## config.mk

```make
export PLATFORM = sky130hd
export DESIGN_NAME = reg_file_arbiter
export DESIGN_NICKNAME = d
export VERILOG_FILES = /design/src/rtl/reg_file_arbiter.sv
export SDC_FILE = /design/constraint.sdc
export NUM_CORES = 1
export LEC_CHECK = 0
export CAP_MARGIN = 40
export CORE_MARGIN = 2
export CORE_UTILIZATION = 40
export DETAILED_ROUTE_END_ITERATION = 12
export PLACE_DENSITY = 0.78
export REMOVE_ABC_BUFFERS = 1
export SYNTH_ARGS = -nofsm -noshare
export SYNTH_HDL_FRONTEND = slang
export SYNTH_SLANG_ARGS = --single-unit
```

## constraint.sdc

```tcl
create_clock -name In_Clock -period 5.7 [get_ports In_Clock]
set_input_delay 1.425 -clock In_Clock [delete_from_list [all_inputs] [get_ports In_Clock]]
set_output_delay 1.425 -clock In_Clock [all_outputs]
set_load 0.05 [all_outputs]
```

## src/rtl/reg_file_arbiter.sv

```systemverilog
// reg_file_arbiter: round-robin arbiter that gives two requesters access to one register file.
// A grant latches the whole transaction; responses arrive through a small fixed-latency FSM.
module reg_file_arbiter #(
  parameter int P_RegCount = 3,
  parameter int P_BitWidth = 32,
  localparam int AW = (P_RegCount > 1) ? $clog2(P_RegCount) : 1
) (
  input  logic                  In_Clock,
  input  logic                  In_Reset,
  input  logic                  In_ReqA,
  input  logic                  In_ReqB,
  input  logic                  In_WriteA,
  input  logic                  In_WriteB,
  input  logic [AW-1:0]         In_AddressA,
  input  logic [AW-1:0]         In_AddressB,
  input  logic [P_BitWidth-1:0] In_WriteDataA,
  input  logic [P_BitWidth-1:0] In_WriteDataB,
  output logic                  Out_DoneA,
  output logic                  Out_DoneB,
  output logic [P_BitWidth-1:0] Out_ReadDataA,
  output logic [P_BitWidth-1:0] Out_ReadDataB,
  output logic                  Out_Error,
  output logic [AW-1:0]         Out_RF_Address,
  output logic [P_BitWidth-1:0] Out_RF_WriteData,
  output logic                  Out_RF_Write,
  output logic                  Out_RF_Read,
  input  logic [P_BitWidth-1:0] In_RF_ReadData,
  output logic                  Out_Busy,
  output logic                  Out_Owner
);
  typedef enum logic [1:0] {IDLE, ISSUE, CAPTURE, RESP} state_t;
  state_t state;
  logic prio_b, wr, err;
  logic grant_b, oor_a, oor_b;
  // B wins when alone, or on a tie when A was served last
  assign grant_b = In_ReqB & (~In_ReqA | prio_b);
  assign oor_a = 32'(In_AddressA) >= P_RegCount;
  assign oor_b = 32'(In_AddressB) >= P_RegCount;
  assign Out_Busy = state != IDLE;
  always_ff @(posedge In_Clock or posedge In_Reset) begin
    if (In_Reset) begin
      state <= IDLE;
      prio_b <= 1'b0;
      wr <= 1'b0;
      err <= 1'b0;
      Out_Owner <= 1'b0;
      Out_DoneA <= 1'b0;
      Out_DoneB <= 1'b0;
      Out_Error <= 1'b0;
      Out_ReadDataA <= '0;
      Out_ReadDataB <= '0;
      Out_RF_Address <= '0;
      Out_RF_WriteData <= '0;
      Out_RF_Write <= 1'b0;
      Out_RF_Read <= 1'b0;
    end else begin
      Out_DoneA <= 1'b0;
      Out_DoneB <= 1'b0;
      Out_Error <= 1'b0;
      Out_RF_Write <= 1'b0;
      Out_RF_Read <= 1'b0;
      case (state)
        IDLE: if (In_ReqA | In_ReqB) begin
          Out_Owner <= grant_b;
          prio_b <= ~grant_b;
          wr <= grant_b ? In_WriteB : In_WriteA;
          err <= grant_b ? oor_b : oor_a;
          Out_RF_Address <= grant_b ? In_AddressB : In_AddressA;
          Out_RF_WriteData <= grant_b ? In_WriteDataB : In_WriteDataA;
          Out_RF_Write <= grant_b ? In_WriteB & ~oor_b : In_WriteA & ~oor_a;
          Out_RF_Read <= grant_b ? ~In_WriteB & ~oor_b : ~In_WriteA & ~oor_a;
          state <= ISSUE;
        end
        ISSUE: state <= wr ? RESP : CAPTURE;
        CAPTURE: begin
          if (Out_Owner) Out_ReadDataB <= err ? '0 : In_RF_ReadData;
          else Out_ReadDataA <= err ? '0 : In_RF_ReadData;
          state <= RESP;
        end
        default: begin
          Out_DoneA <= ~Out_Owner;
          Out_DoneB <= Out_Owner;
          Out_Error <= err;
          state <= IDLE;
        end
      endcase
    end
  end
endmodule

```

## After elaboration in Yosys (flattened, before gate mapping)

Cells that the tools add are included.
W data, S select, Z words.

| operators by class | value |
|---|---|
| add/sub/neg operators | 0 |
| $mul | 0 |
| divide/modulo/power cells | 0 |
| order comparisons | 2 |
| equal/unequal tests | 3 |
| shift-type cells | 0 |
| multiplexer cells | 17 |
| bitwise gates (word level) | 14 |
| reduce and logical (&&, ||, !) cells | 6 |

Operator list:

| cell | number |
|---|---|
| $mux W32 | 2 |
| $mux W1 | 12 |
| $not A1 Y1 | 7 |
| $pmux W2 S3 | 1 |
| $reduce_and A2 Y1 | 3 |
| $and A1 B1 Y1 | 5 |
| $ge A2 B2 Y1 const B | 2 |
| $mux W2 | 2 |
| $reduce_or A3 Y1 | 1 |
| $eq A2 B1 Y1 const B | 1 |
| $eq A2 B2 Y1 const B | 1 |
| $logic_not A2 Y1 | 1 |
| $ne A2 B2 Y1 const B | 1 |
| $or A1 B1 Y1 | 2 |
| $reduce_bool A2 Y1 | 1 |

| storage, ports and cells | value |
|---|---|
| register bits | 109 |
| latch bits | 0 |
| bits in writable memories | 0 |
| ROM bits | 0 |
| bits of input ports | 106 |
| output and inout bits | 105 |
| memories kept | 0 |

## Depth between registers and ports, before layout

| logic depth | value |
|---|---|
| depth in word-level cells | 6 |
| depth in mapped cells | 8 |
| depth with buffers taken out | 5 |

## Worst setup path before layout

OpenSTA, ideal clock, no wires.

| timing path | value |
|---|---|
| path type | flip-flop to output port |
| start | reg state[0] |
| end | out Out_Busy |
| arrival | 1.088 ns |
| setup slack | 3.187 ns |
| cell stages (with the launch flop) | 5 |
| path buffers | 1 |
| cells stage by stage | dfrtp_1 -> inv_1 -> ha_1 -> buf_2 -> inv_1 |

| on the way | value |
|---|---|
| word-level cells in the longest chain between the ends | 1 |

RTL lines:

| what | RTL line | source |
|---|---|---|
| start: declaration | 32 | `state_t state;` |
| start signal: assignment | 74 | `ISSUE: state <= wr ? RESP : CAPTURE;` |
| $reduce_bool A2 Y1 | 39 | `assign Out_Busy = state != IDLE;` |
| end: declaration | 28 | `output logic Out_Busy,` |

Every way passes these cells.

## Worst setup path in the final report

Same ends and word-level chain as after synthesis.

==> out/qor.csv <==
stage;metric;value;unit
run_status;status;complete, no violations;
clock_network;cts_hold_buf;0;
setup_path;path_cells;inv_1 > ha_1 > inv_1 > clkdlybuf4s50_1;
placed_design;dpl.hpwl;9.34;mm
die;fp.dieH;110;um
layout;layout_commonest_cell;clkdlybuf4s50_1;
sta;finalSetupViolations;0;
clock_network;clock_latency;340;ps
die;initial_utilization;41.2;%
setup_path;crit_arrival;2070;ps
layout;drive_above_1_share;4.88;%
synth;syn_area_per_cell;10.9;um2
min_path;hold_path.class;flip-flop to flip-flop;
placed_design;preCtsSetupSlack;2210;ps
clock_network;clockRootBuffer;clkbuf_16;
synth;synth_top_family_by_area;simple AND/OR/NAND/NOR gates;
layout;antenna_cells;0;
synth;synth.distinct_cells;29;
sta;worst_slack;2200;ps
die;die-area;0.0121;mm2
synth;netlist_area;0.00451;mm2
global_routing;grt_first_pass_wirelength;19.1;mm
global_routing;grt_max_degree;50;
sta;finalCriticalPeriod;3500;ps
sta;tightest_slew;869;ps
die;core_area;0.0109;mm2
drt;firstDrtPassIters;6;
setup_path;path_max_fanout;10;
power;leakage;3.06;nW
setup_path;crit_required;4280;ps
sta;fmax;286;MHz
clock_network;clock_sinks;109;
drt;totalWireLength;12.5;mm
synth;postSynthCellCount;412;
die;die_w;110;um
power;power.density;677;mW/mm2
synth;yosys.area_share.simple;17.5;%
synth;synth-adder-area-share;1.11;%
setup_path;path_class;flip-flop to output pin;
placed_design;portBuffers;210;
drt;drt_iter0_drc;185;
setup_path;crit_path_start_kind;flip-flop;
synth;seq_area_frac_synth;60.5;%
clock_network;cts_setup_buffers;0;
drt;drc_errors;0;
drt;vias;3871;
placed_design;place_congestion;0.770;
die;rows;38;
clock_network;clkSlewWorstSetupHoldPaths;70;ps
job;cap_violations;0;
drt;wl_per_cell;16.6;um
sta;skew;5.82;ps
setup_path;cp-startpoint;state[0];
clock_network;clockBufferDepth;2;
setup_path;crit_path_max_incr_delay;800;ps
global_routing;grt_pass1_vias;3844;
sta;period_share;61.4;%
sta;relSlewSlack;42.1;%
synth;synth_warnings;0;
sta;fin_hold_ws;484;ps
sta;hold_violations;0;
setup_path;crit_top_cell;inv_1;
synth;synth.top_cell.area_share;60.5;%
global_routing;groute.usage.overall;20.5;%
synth;synth-xor-area-share;0;%
global_routing;grt_overflow_total;0;
power;peakVddDrop;0.466;mV
drt;post_drt_via_cell_ratio;5.13;
synth;synth_compound_area_share;16.5;%
drt;final_antenna_net_count;0;
synth;synthMuxAreaShare;0.250;%
layout;final_cell_mix;210 x clkdlybuf4s50_1, 109 x dfrtp_1, 73 x nand2_1;
sta;rsz0062_at_grt;false;
global_routing;antenna_found_initial;1;
synth;synthTopCellsByArea;dfrtp_1 61%, a221o_1 8.0%, o21ai_0 6.9%, nand2_1 6.2%, and2_1 5.0%;
die;io_pins;211;
sta;slew_violations;0;
sta;setup-tns-final;0;ps
clock_network;cts.htree.levels;3;
layout;num-nets-final;720;
clock_network;cts_tree;done;
setup_path;critPathCaptureType;output pin;
synth;synth_top_area_cell;dfrtp_1;
min_path;hold_path.startpoint;Out_ReadDataA[31];
setup_path;rr_startpoint;state[0];
clock_network;cts_resized;0;
layout;area_delta_synth_final;56.3;%
setup_path;slowest_stage;clkdlybuf4s50_1;
clock_network;numCtsBuffers;9;
synth;ys_ff_latch;109;
-- metal layers --
| metal | wire length, um | track usage, % | part of all wire (%) |
|---|---|---|---|
| met5 | 14 | 0 | 0.11 |
| met4 | 176 | 6.88 | 1.4 |
| met3 | 1370 | 6.82 | 11 |
| met2 | 5980 | 34.2 | 48 |
| met1 | 4980 | 25.0 | 40 |
-- cell usage after synthesis, drive strengths merged --
master and n:
o31ai 1, dfrtp 109, mux2 1, a2bb2oi 1, nand2 75, nand3 2
ha 4, and2 36, a21oi 2, nand4 1, inv 5, a211oi 1
o221ai 2, nand4b 1, and3 2, nor2b 2, a31oi 1, nand2b 34
a221o 36, o21ai 65, buf 11, nor3b 1, clkbuf 19
-- area by class of cell --
class                      instances  area [um2]
fill                             900        3890
sequential                       109        2730
timing repair buffer             217        2230
multi-input combinational        268        1600
clock buffer                      10         229
tap                              140         175
clock inverter                     6        62.6
inverter                           5        21.3
-- metrics by stage --
step                cell area, um2  utilization, %  total power [W]  cells
global route                  7040            64.4          0.00501    755
detailed placement            6750            61.7          0.00417    739
finish                        7040            64.4          0.00477    755
floorplan                     4340               -          0.00312    382
CTS                           7040            64.4          0.00480    755
global placement              6650            60.8          0.00406    735
-- where the power goes --
part	total [W]	internal (W)	switching [W]
combinational	0.00281	0.000990	0.00182
clock	0.000614	0.000341	0.000273
sequential	0.00134	0.00113	0.000210
-- kinds of logic (layout without fill, tap and decap cells) --
family,after synthesis,after routing
buf+inv,35,238
mux,1,1
fa+ha+maj,4,4
flops,109,109
simple gates,154,154
compound gates,109,109
-- registers in the layout, summed over array words and instances (netlist names), 2 cells and up --
register          flops
Out_RF_WriteData     32
state                 2
Out_ReadDataB        32
Out_RF_Address        2
Out_ReadDataA        32
-- worst max-delay path: cells and delay by family (launching register included) --
kind | cells | cell delay (ps)
buffers and inverters | 3 | 1000
flip-flops | 1 | 400
adder cells (fa/ha/maj) | 1 | 330
-- worst paths after layout --
| path | end | slack [ps] | cells past startpoint |
|---|---|---|---|
| worst max-delay path | Out_Busy | 2200 | 4 |
| worst min-delay path | Out_ReadDataA[31] | 480 | 2 |
| worst max register to register | Out_RF_WriteData[17] | 3440 | 5 |
| worst min register to register | Out_ReadDataA[31] | 480 | 2 |
| max in group asynchronous | Out_ReadDataA[15] | 3530 | 3 |
| min in group asynchronous | Out_ReadDataB[12] | 1420 | 2 |
Note: power is estimated with default switching activity, not from simulation.
